[config.mk]
export PLATFORM = sky130hd
export DESIGN_NAME = mr_bus_arb
export DESIGN_NICKNAME = d
export VERILOG_FILES = /design/src/rtl/mr_bus_pkg.sv /design/src/rtl/mr_bus_inflight.sv /design/src/rtl/mr_bus_arb.sv
export SDC_FILE = /design/constraint.sdc
export NUM_CORES = 1
export LEC_CHECK = 0
export ABC_AREA = 0
export CAP_MARGIN = 5
export CORE_AREA = 2 2 107 109
export CTS_BUF_LIST = sky130_fd_sc_hd__clkbuf_4 sky130_fd_sc_hd__clkbuf_8
export CTS_CLUSTER_SIZE = 10
export DETAILED_ROUTE_END_ITERATION = 12
export DIE_AREA = 0 0 109 111
export HOLD_SLACK_MARGIN = 0.02
export SLEW_MARGIN = 15
export SYNTH_ARGS = -nofsm -noshare
export SYNTH_HDL_FRONTEND = slang
export SYNTH_SLANG_ARGS = --single-unit
[constraint.sdc]
create_clock -name clk -period 2.6 [get_ports clk]
set_input_delay 0.39 -clock clk [delete_from_list [all_inputs] [get_ports clk]]
set_output_delay 0.39 -clock clk [all_outputs]
set_load 0.01 [all_outputs]
[src/rtl/mr_bus_pkg.sv]
// Shared types and helpers for the memory-bus arbiter and its in-flight counter.
package mr_bus_pkg;

  localparam int XLEN      = 32;
  localparam int XLEN_GRAN = 2;
  localparam int ADR_W     = XLEN - XLEN_GRAN;
  localparam int SEL_W     = XLEN / 8;

  typedef enum logic [1:0] {
    GNT_NONE = 2'd0,
    GNT_I    = 2'd1,
    GNT_D    = 2'd2
  } gnt_e;

  // One Wishbone request as seen by the slave port.
  typedef struct packed {
    logic [ADR_W-1:0] adr;
    logic [XLEN-1:0]  dat;
    logic             we;
    logic [SEL_W-1:0] sel;
  } wb_req_t;

  // Counter width able to hold 0..max_out inclusive.
  function automatic int cnt_w(input int max_out);
    return $clog2(max_out + 1);
  endfunction

endpackage

[src/rtl/mr_bus_inflight.sv]
// Saturating up/down counter of accepted-but-uncompleted bus requests.
module mr_bus_inflight
  import mr_bus_pkg::*;
#(
  parameter int MAX_OUT = 2
) (
  input  logic clk,
  input  logic rst,
  input  logic inc_i,
  input  logic dec_i,
  input  logic clr_i,
  output logic full_o,
  output logic empty_o
);

  localparam int CNT_W = cnt_w(MAX_OUT);
  localparam logic [CNT_W-1:0] MAX_CNT = CNT_W'(MAX_OUT);

  logic [CNT_W-1:0] cnt_q, cnt_d;

  // Next count: clear wins; simultaneous inc and dec hold; both ends saturate.
  always_comb begin
    cnt_d = cnt_q;
    if (clr_i) begin
      cnt_d = '0;
    end else if (inc_i && !dec_i && (cnt_q != MAX_CNT)) begin
      cnt_d = cnt_q + CNT_W'(1);
    end else if (dec_i && !inc_i && (cnt_q != '0)) begin
      cnt_d = cnt_q - CNT_W'(1);
    end
  end

  // Count register.
  always_ff @(posedge clk) begin
    if (rst) cnt_q <= '0;
    else     cnt_q <= cnt_d;
  end

  assign full_o  = (cnt_q == MAX_CNT);
  assign empty_o = (cnt_q == '0);

  a_cnt_le_max: assert property (@(posedge clk) disable iff (rst) cnt_q <= MAX_CNT);

endmodule

[src/rtl/mr_bus_arb.sv]
// Two-master (fetch M_I, load/store M_D) to one-slave pipelined Wishbone arbiter.
module mr_bus_arb
  import mr_bus_pkg::*;
#(
  parameter int MAX_OUT = 2,
  parameter int RR_MODE = 0
) (
  input  logic             clk,
  input  logic             rst,
  input  logic [ADR_W-1:0] i_adr_i,
  input  logic             i_cyc_i,
  input  logic             i_stb_i,
  output logic             i_stall_o,
  output logic             i_ack_o,
  output logic             i_err_o,
  output logic [XLEN-1:0]  i_dat_o,
  input  logic [ADR_W-1:0] d_adr_i,
  input  logic [XLEN-1:0]  d_dat_i,
  input  logic             d_we_i,
  input  logic [SEL_W-1:0] d_sel_i,
  input  logic             d_cyc_i,
  input  logic             d_stb_i,
  output logic             d_stall_o,
  output logic             d_ack_o,
  output logic             d_err_o,
  output logic [XLEN-1:0]  d_dat_o,
  output logic [ADR_W-1:0] s_adr_o,
  output logic [XLEN-1:0]  s_dat_o,
  output logic             s_we_o,
  output logic [SEL_W-1:0] s_sel_o,
  output logic             s_cyc_o,
  output logic             s_stb_o,
  input  logic             s_stall_i,
  input  logic             s_ack_i,
  input  logic             s_err_i,
  input  logic [XLEN-1:0]  s_dat_i,
  output gnt_e             gnt_o
);

  gnt_e    state_q, state_d;
  logic    last_d_q, last_d_d;
  logic    cnt_inc, cnt_dec, cnt_clr, cnt_full, cnt_empty;
  logic    d_wins;
  wb_req_t i_req, d_req, s_req;

  // Fetch never writes and always reads the full word.
  always_comb begin
    i_req.adr = i_adr_i;
    i_req.dat = '0;
    i_req.we  = 1'b0;
    i_req.sel = '1;
    d_req.adr = d_adr_i;
    d_req.dat = d_dat_i;
    d_req.we  = d_we_i;
    d_req.sel = d_sel_i;
  end

  mr_bus_inflight #(.MAX_OUT(MAX_OUT)) u_inflight (
    .clk     (clk),
    .rst     (rst),
    .inc_i   (cnt_inc),
    .dec_i   (cnt_dec),
    .clr_i   (cnt_clr),
    .full_o  (cnt_full),
    .empty_o (cnt_empty)
  );

  // From idle, M_D takes a tie unless round-robin says it had the bus last.
  assign d_wins = d_cyc_i && (!i_cyc_i || (RR_MODE == 0) || !last_d_q);

  // Grant next-state plus request/response routing for the current owner.
  always_comb begin
    state_d   = state_q;
    s_req     = i_req;
    s_cyc_o   = 1'b0;
    s_stb_o   = 1'b0;
    i_stall_o = 1'b1;
    d_stall_o = 1'b1;
    i_ack_o   = 1'b0;
    i_err_o   = 1'b0;
    d_ack_o   = 1'b0;
    d_err_o   = 1'b0;
    cnt_clr   = 1'b0;
    case (state_q)
      GNT_NONE: begin
        if (d_wins)       state_d = GNT_D;
        else if (i_cyc_i) state_d = GNT_I;
      end
      GNT_I: begin
        s_req     = i_req;
        s_cyc_o   = i_cyc_i;
        s_stb_o   = i_cyc_i && i_stb_i && !cnt_full;
        i_stall_o = s_stall_i || cnt_full;
        i_ack_o   = s_ack_i;
        i_err_o   = s_err_i;
        // Dropping cyc ends the cycle; anything still in flight is abandoned.
        if (!i_cyc_i) begin
          cnt_clr = 1'b1;
          state_d = d_cyc_i ? GNT_D : GNT_NONE;
        end
      end
      GNT_D: begin
        s_req     = d_req;
        s_cyc_o   = d_cyc_i;
        s_stb_o   = d_cyc_i && d_stb_i && !cnt_full;
        d_stall_o = s_stall_i || cnt_full;
        d_ack_o   = s_ack_i;
        d_err_o   = s_err_i;
        if (!d_cyc_i) begin
          cnt_clr = 1'b1;
          state_d = i_cyc_i ? GNT_I : GNT_NONE;
        end
      end
      default: state_d = GNT_NONE;
    endcase
  end

  // Remember which master was granted most recently, for round-robin ties.
  always_comb begin
    last_d_d = last_d_q;
    if (state_d == GNT_D)      last_d_d = 1'b1;
    else if (state_d == GNT_I) last_d_d = 1'b0;
  end

  // Grant state and last-grant registers.
  always_ff @(posedge clk) begin
    if (rst) begin
      state_q  <= GNT_NONE;
      last_d_q <= 1'b1;
    end else begin
      state_q  <= state_d;
      last_d_q <= last_d_d;
    end
  end

  assign cnt_inc = s_stb_o && !s_stall_i;
  assign cnt_dec = s_ack_i || s_err_i;

  assign s_adr_o = s_req.adr;
  assign s_dat_o = s_req.dat;
  assign s_we_o  = s_req.we;
  assign s_sel_o = s_req.sel;
  assign i_dat_o = s_dat_i;
  assign d_dat_o = s_dat_i;
  assign gnt_o   = state_q;

  a_no_orphan_resp: assert property (@(posedge clk) disable iff (rst)
    ((state_q != GNT_NONE) && cnt_empty) |-> !(s_ack_i || s_err_i));
  a_ack_err_excl: assert property (@(posedge clk) disable iff (rst)
    !(s_ack_i && s_err_i));

endmodule

After elaboration in Yosys (flattened, before gate mapping)

Index checks and enable logic that the tools add are counted.

Register bits after elaboration: 4
Bits of input ports: 138
Logic and storage cells: 52

Add/subtract/negate cells: 2
Eq/ne operators: 7
Multiplexer cells: 21
Reductions and logical operators: 20

Operator list:

| cell                  | number |
|---|---|
| $mux W67              | 1 |
| $mux W2               | 7 |
| $logic_and A1 B1 Y1   | 9 |
| $mux W1               | 9 |
| $ne A2 B2 Y1 const B  | 3 |
| $pmux W1 S2           | 3 |
| $pmux W2 S3           | 1 |
| $eq A2 B2 Y1 const B  | 2 |
| $logic_not A1 Y1      | 4 |
| $reduce_bool A2 Y1    | 2 |
| $ne A3 B3 Y1 const B  | 1 |
| $reduce_and A3 Y1     | 1 |
| $add A2 B1 Y2 const B | 1 |
| $eq A2 B1 Y1 const B  | 1 |
| $logic_not A2 Y1      | 1 |
| $logic_or A1 B1 Y1    | 2 |
| $reduce_or A2 Y1      | 1 |
| $sub A2 B1 Y2 const B | 1 |

Longest topological paths before layout

Gate-level depths: netlist (run 1).

Depth after elaboration: 10
Gate-level depth with buffers: 6

Modules after synthesis

From an unflattened synthesis (run 1), not the netlist that was laid out.

Cell total of the unflattened synthesis: 191
Area total of the unflattened synthesis: 1505.2 um2

By module, submodules not included:

| module          | instances | cells an instance | area each (um2) |
|---|---|---|---|
| mr_bus_arb      | 1         | 176               | 1375.1 |
| mr_bus_inflight | 1         | 15                | 130.1 |

Least setup slack after synthesis (run 1)

Ideal clock, no wire load.

Path kind: register to output
Start point: register state_q[1] (netlist: gnt_o[1])
End point: output port s_adr_o[0]
Arrival: 1253 ps
Required time: 2210 ps
Path slack: 957 ps
Cell stages (with the launch flop): 4
Buffers on the path: 1
Cell sequence: dfxtp_1 -> ha_1 -> buf_2 -> mux2_2

Word-level cells in the longest chain between the ends: 2

RTL lines:

| what                   | line              | RTL |
|---|---|---|
| start, declared        | mr_bus_arb.sv:40  | `gnt_e state_q, state_d;` |
| start signal, assigned | mr_bus_arb.sv:131 | `state_q <= state_d;` |
| $eq A2 B2 Y1           | mr_bus_arb.sv:84  | `case (state_q)` |
| $mux W67               | mr_bus_arb.sv:84  |  |
| end, declared          | mr_bus_arb.sv:27  | `output logic [ADR_W-1:0] s_adr_o,` |

No other way between the ends.

Worst setup path after layout (run 1)

Start point: register state_q[0] (netlist: gnt_o[0])
End point: output port s_adr_o[10]

Same word-level chain as after synthesis.

==> metrics.yaml, run 1 <==
placement:
  port-buffer-count: 182
  placedCellCount: 445
  dpl-instance-area_mm2: 0.00299
  place_hpwl_mm: 4.83
  gp_congestion: 0.711
global_routing:
  grt_pass1_vias: 1697
  use_met1: 0.0644
  grt_usage: 0.0822
  antenna_found_initial: 0
  grt_use_met3: 0.0218
  globalRoute.totalOverflow: 0
  grt_start_max_net_pins: 43
  grt_pass1_wl_mm: 7.91
  grtUsageMet2: 0.175
  grt_most_used_layer: "met2"
clock_network:
  numCtsBuffers: 3
  cts_htree_levels: 1
  cts_hold_buf: 0
  cts_resized: 0
  clk_pin_slew_ns: 0.03
  clock_latency_ns: 0.21
  cts_tree: "built"
  post_cts_buffers: 0
  cts_buffer_depth: 2
  clockRootBuffer: "clkbuf_8"
  cts.sinks: 4
yosys:
  syn_area_mm2: 0.00147
  syn-num-nets: 332
  async_flop_share: 0
  yosysSeqAreaShare: 0.0544
  ys_ff_latch: 4
  ys.flop_type: "dfxtp_1"
  ys_types: 29
  yosys_warnings: 0
  postSynthAreaPerCell_um2: 7.79
  synthCells: 189
  synth_edf_count: 0
timing:
  worstMarginPinSlew_ns: 0.320
  maxSlewHeadroom: 0.787
  setup_violations: 0
  hold_viol: 0
  slew_violations: 0
  setup_tns_ns: 0
  rsz0062_at_grt: "false"
  clock.fmax_ghz: 0.420
  skew_ns: 0.00237
  min_period_over_period: 0.916
  finalWorstPathRequiredPeriod_ns: 2.38
worst_setup_path:
  cp.arrival_ns: 1.99
  required_ns: 2.21
  crit_path_max_incr_delay_ns: 0.48
  startpoint_type: "register"
  r2r_end: "u_inflight.cnt_q[0]"
  path_class: "reg -> out"
  worstSetupEndpoint: "s_adr_o[10]"
  reg2regPathDepth: 6
  rr_startpoint: "gnt_o[0]"
  endpoint_kind: "output pin"
  worstPathCellList: "inv_1, ha_1, buf_12, mux2_2, clkdlybuf4s50_1"
  cp-startpoint: "gnt_o[0]"
  cp_slowest_cell: "clkdlybuf4s50_1"
  path_max_fanout: 30
  rrSetupSlack_ns: 0.91
floorplan:
  io_pins: 279
  core_area_mm2: 0.0111
  initial_core_util: 0.133
  die_h_um: 111
  rows: 39
  die_area_mm2: 0.0121
  dieWidth_um: 109
detailed_routing:
  vias: 1640
  drt_first_pass_iters: 3
  via_per_inst: 3.66
  drc_errors: 0
  wirelength_mm: 5.45
  drtIter0Drc: 34
  ant_nets: 0
  avgRoutedWirePerCell_um: 12.2
cells_and_area:
  fin_util: 0.274
  area_growth_pct: 106
  diodes: 0
  final_layout_size_suffix_gt1_frac: 0.121
  layout.nets: 450
  fin_area_mm2: 0.00303
  fin_cells: 448
power_and_ir_drop:
  cellLeakagePower_nw: 1.09
  power.density_mw_per_mm2: 307
  p_total_w: 0.000931
  ir_drop_v: 0.000160
min_path:
  holdCritPathClass: "reg -> reg"
  worstHoldStart: "u_inflight.cnt_q[0]"
  hold_depth: 1
job:
  drv_cap: 0
outcome:
  status: "complete, no violations"
[state kept, by name (all words and copies together), names as in the netlist]
| register | cells |
|---|---|
| gnt_o | 2 |
| u_inflight.cnt_q | 2 |
[synthesized netlist by cell type, types with 3 or more instances]
cell type  count  share of area
nand2b_1       6          0.026
and2_1        37           0.16
dfxtp_1        4          0.054
clkbuf_1       4          0.010
nor2b_1        3          0.013
mux2_2        30           0.23
nand2_1        3         0.0077
inv_1          6          0.015
buf_4         64           0.33
nor2_1         4          0.010
a21oi_1        4          0.014
ha_1           5          0.043
buf_2          3          0.010
[worst max-delay path: cells and delay by family (launching register included)]
| family | cells | cell delay [ns] |
|---|---|---|
| flops | 1 | 0.34 |
| fa+ha+maj | 1 | 0.25 |
| buf+inv | 3 | 0.81 |
| mux | 1 | 0.36 |
[where the power goes]
group          internal, W  switching, W  leakage [nW]   total, W
combinational     0.000473      0.000256          1.04   0.000729
clock            0.0000983     0.0000281        0.0216   0.000126
sequential       0.0000676    0.00000795        0.0326  0.0000756
total             0.000639      0.000293          1.09   0.000931
[kinds of logic after synthesis]
group / count (synthesis) / share of synthesized area
XOR/XNOR: 1 / 0.00595
adder cells (fa/ha/maj): 5 / 0.0425
buffers and inverters: 77 / 0.362
multiplexers: 31 / 0.236
flip-flops: 4 / 0.0544
AO/OA/AOI/OAI: 13 / 0.0621
AND/OR/NAND/NOR: 58 / 0.236
[placed cells by master (no fill, tap or decap)]
cell type	Yosys	layout
clkdlybuf4s50_1	0	182
and2_1	37	37
mux2_2	30	30
inv_1	6	6
nand2b_1	6	6
ha_1	5	5
a21oi_1	4	4
nor2_1	4	4
dfxtp_1	4	4
nor2b_1	3	3
nand2_1	3	3
clkbuf_8	0	3
nand4b_1	1	1
nand4_1	1	1
a22oi_1	1	1
o21a_1	1	1
mux2i_1	1	1
o2111ai_1	1	1
o22ai_1	1	1
a21o_1	1	1
a21oi_2	1	1
o21ai_0	1	1
nor3b_1	1	1
nor4_1	1	1
xnor2_1	1	1
nor3_1	1	1
a211oi_1	1	1
a211oi_2	1	1
buf_12	0	1
buf_4	64	1
[routing by layer]
layer / vias up / wire (um)
li1: 785 / -
met1: 704 / 1540
met2: 118 / 3050
met3: 33 / 635
met4: 0 / 221
met5: - / 0
[per-stage QoR]
| step | setup WS, ns | hold WS (ns) |
|---|---|---|
| after floorplan | 0.957 | 0.459 |
| after global placement | 0.352 | 0.508 |
| after detailed placement | 0.317 | 0.536 |
| after CTS | 0.183 | 0.540 |
| after global routing | 0.0689 | 0.570 |
| final | 0.218 | 0.543 |
[cell type report]
class                      instances  area (um^2)
fill                            1171         8050
timing repair buffer             184         1850
multi-input combinational        108          858
tap                              143          179
sequential                         4         80.1
clock buffer                       3         41.3
inverter                           6         22.5
[worst min path at each step]
stage / slack (ns) / to
5_1_grt: 0.57 / u_inflight.cnt_q[0]
4_1_cts: 0.54 / u_inflight.cnt_q[0]
3_3_place_gp: 0.51 / u_inflight.cnt_q[0]
2_1_floorplan: 0.46 / gnt_o[1]
6_report: 0.54 / u_inflight.cnt_q[0]
3_5_place_dp: 0.54 / u_inflight.cnt_q[0]
Power figures use the tool's default switching activity.
==> run 2: changes to the inputs <==
--- a/config.mk
+++ b/config.mk
@@ -13,6 +13,7 @@
 export DETAILED_ROUTE_END_ITERATION = 12
 export DIE_AREA = 0 0 109 111
 export HOLD_SLACK_MARGIN = 0.02
+export REMOVE_ABC_BUFFERS = 1
 export SLEW_MARGIN = 15
 export SYNTH_ARGS = -nofsm -noshare
 export SYNTH_HDL_FRONTEND = slang
==> run 2 against run 1 <==
Sequential power grew 0.8%. Die area unchanged. Via count rose by 6.0%. Combinational power up 1%. Total power increased by 0.97%. Clock skew is essentially flat. Utilization is the same. Sequential share of layout area unchanged. Critical endpoint is now s_stb_o. Design area stayed put. Clock power about the same. Fmax decreased by 3.4%. Non-clock buffer count did not move.
==> metrics.yaml, run 2 (synthesized netlist as in run 1, its figures left out) <==
outcome:
  status: "complete, no violations"  # unchanged
detailed_routing:
  wl_met2_mm: 4.48  # was 3.05 mm
  wl_met3_mm: 2.26  # was 635 um
  ant_nets: 0  # unchanged
  drt_first_pass_iters: 4  # was 3
  drtIter0Drc: 59  # was 34
  avgRoutedWirePerCell_um: 21.8  # was 12.2 um
  wirelength_mm: 9.76  # was 5.45 mm
  drc_errors: 0  # unchanged
  vias: 1739  # was 1640
  routed.top_layer: "met5"  # was met4
  via_per_inst: 3.88  # was 3.66
  drt-met1-wl_mm: 2.94  # was 1.54 mm
timing:
  worstMarginPinSlew_ns: 0.318  # was 0.320 ns
  slew_violations: 0  # unchanged
  maxSlewHeadroom: 0.788  # was 0.787
  setup_tns_ns: 0  # unchanged
  rsz0062_at_grt: "false"  # unchanged
  clock.fmax_ghz: 0.406  # was 0.420 GHz
  finalWorstPathRequiredPeriod_ns: 2.47  # was 2.38 ns
  skew_ns: 0.00275  # was 0.00237 ns
  hold_viol: 0  # unchanged
  setup_violations: 0  # unchanged
  min_period_over_period: 0.948  # was 0.916
power_and_ir_drop:
  cellLeakagePower_nw: 1.09  # unchanged
  ir_drop_v: 0.0000905  # was 0.000160 V
  power.density_mw_per_mm2: 310  # was 307 mW/mm^2
global_routing:
  antenna_found_initial: 0  # unchanged
  globalRoute.totalOverflow: 0  # unchanged
  grt_start_max_net_pins: 41  # was 43
  grt_usage: 0.150  # was 0.0822
  grt_pass1_vias: 1794  # was 1697
  grt_pass1_wl_mm: 12.5  # was 7.91 mm
floorplan:
  die_area_mm2: 0.0121  # unchanged
  rows: 39  # unchanged
  initial_core_util: 0.133  # unchanged
  die_h_um: 111  # unchanged
  dieWidth_um: 109  # unchanged
  io_pins: 279  # unchanged
  core_area_mm2: 0.0111  # unchanged
cells_and_area:
  fin_util: 0.274  # unchanged
  diodes: 0  # unchanged
  layout.nets: 450  # unchanged
  multi_input_area_um2: 858  # unchanged
  area_growth_pct: 106  # unchanged
  layout_commonest_cell: "clkdlybuf4s50_1"  # unchanged
  final_cell_mix: "182 x clkdlybuf4s50_1, 37 x and2_1, 30 x mux2_2, 6 x inv_1, 6 x nand2b_1"  # unchanged
  regArea_um2: 80.1  # unchanged
  final_layout_size_suffix_gt1_frac: 0.121  # unchanged
  n_fill_cell: 1176  # was 1171
clock_network:
  clk_pin_slew_ns: 0.03  # about the same
  cts_htree_levels: 1  # unchanged
  cts.sinks: 4  # unchanged
  post_cts_buffers: 0  # unchanged
  cts_resized: 0  # unchanged
  cts_hold_buf: 0  # unchanged
  numCtsBuffers: 3  # unchanged
  cts_tree: "built"  # unchanged
  clockRootBuffer: "clkbuf_8"  # unchanged
  cts_buffer_depth: 2  # unchanged
  clock_latency_ns: 0.21  # about the same
job:
  drv_cap: 0  # unchanged
min_path:
  holdCritPathClass: "reg -> reg"  # unchanged
worst_setup_path:
  path_class: "reg -> out"  # unchanged
  startpoint_type: "register"  # unchanged
  path_max_fanout: 5  # was 30
  cp.arrival_ns: 2.08  # was 1.99 ns
  endpoint_kind: "output pin"  # unchanged
  required_ns: 2.21  # about the same
placement:
  gp_congestion: 0.747  # was 0.711
  place_hpwl_mm: 8.83  # was 4.83 mm
  port-buffer-count: 182  # unchanged
## run 2: area by class of cell
class                   count  share of cell area
flip-flops and latches      4              0.0264
inverters                   6             0.00743
repair buffers            184               0.610
clock buffers               3              0.0136
well taps                 143              0.0590
multi-input cells         108               0.283
## run 2: critical path, stage by stage, from the launching register on
cell and delay, ns:
dfxtp_1 0.41, inv_1 0.11, ha_1 0.35, nand4_1 0.15
a21oi_1 0.26, clkdlybuf4s50_1 0.59
## run 2: stage by stage
step           cell area (um^2)  power [W]  instances  setup slack [ns]  hold slack [ns]
2_1_floorplan               961   0.000357        118             0.361            0.459
3_3_place_gp               2990   0.000816        445             0.268            0.511
3_5_place_dp               2990   0.000821        445             0.267            0.540
4_1_cts                    3030   0.000957        448             0.138            0.544
5_1_grt                    3030    0.00101        448          0.000815            0.579
6_report                   3030   0.000940        448             0.135            0.548
## run 2: where the power goes
part | internal, W | leakage, nW | switching, W
registers | 0.0000676 | 0.0326 | 0.00000859
logic | 0.000473 | 1.04 | 0.000264
clock network | 0.0000984 | 0.0216 | 0.0000282
total | 0.000639 | 1.09 | 0.000301
## run 2: path summary, 6_finish.rpt
| check | depth (start not counted) | end | startpoint | slack (ns) |
|---|---|---|---|---|
| setup / recovery | 5 | s_stb_o | gnt_o[0] | 0.13 |
| hold / removal | 2 | gnt_o[1] | gnt_o[1] | 0.55 |
| setup reg to reg | 6 | u_inflight.cnt_q[1] | gnt_o[0] | 0.92 |
| hold reg to reg | 2 | gnt_o[1] | gnt_o[1] | 0.55 |
## run 2: routing by layer
layer / up-vias / track usage
li1: 784 / -
met1: 772 / 0.127
met2: 177 / 0.248
met3: 4 / 0.154
met4: 2 / 0.0128
met5: - / 0.0580
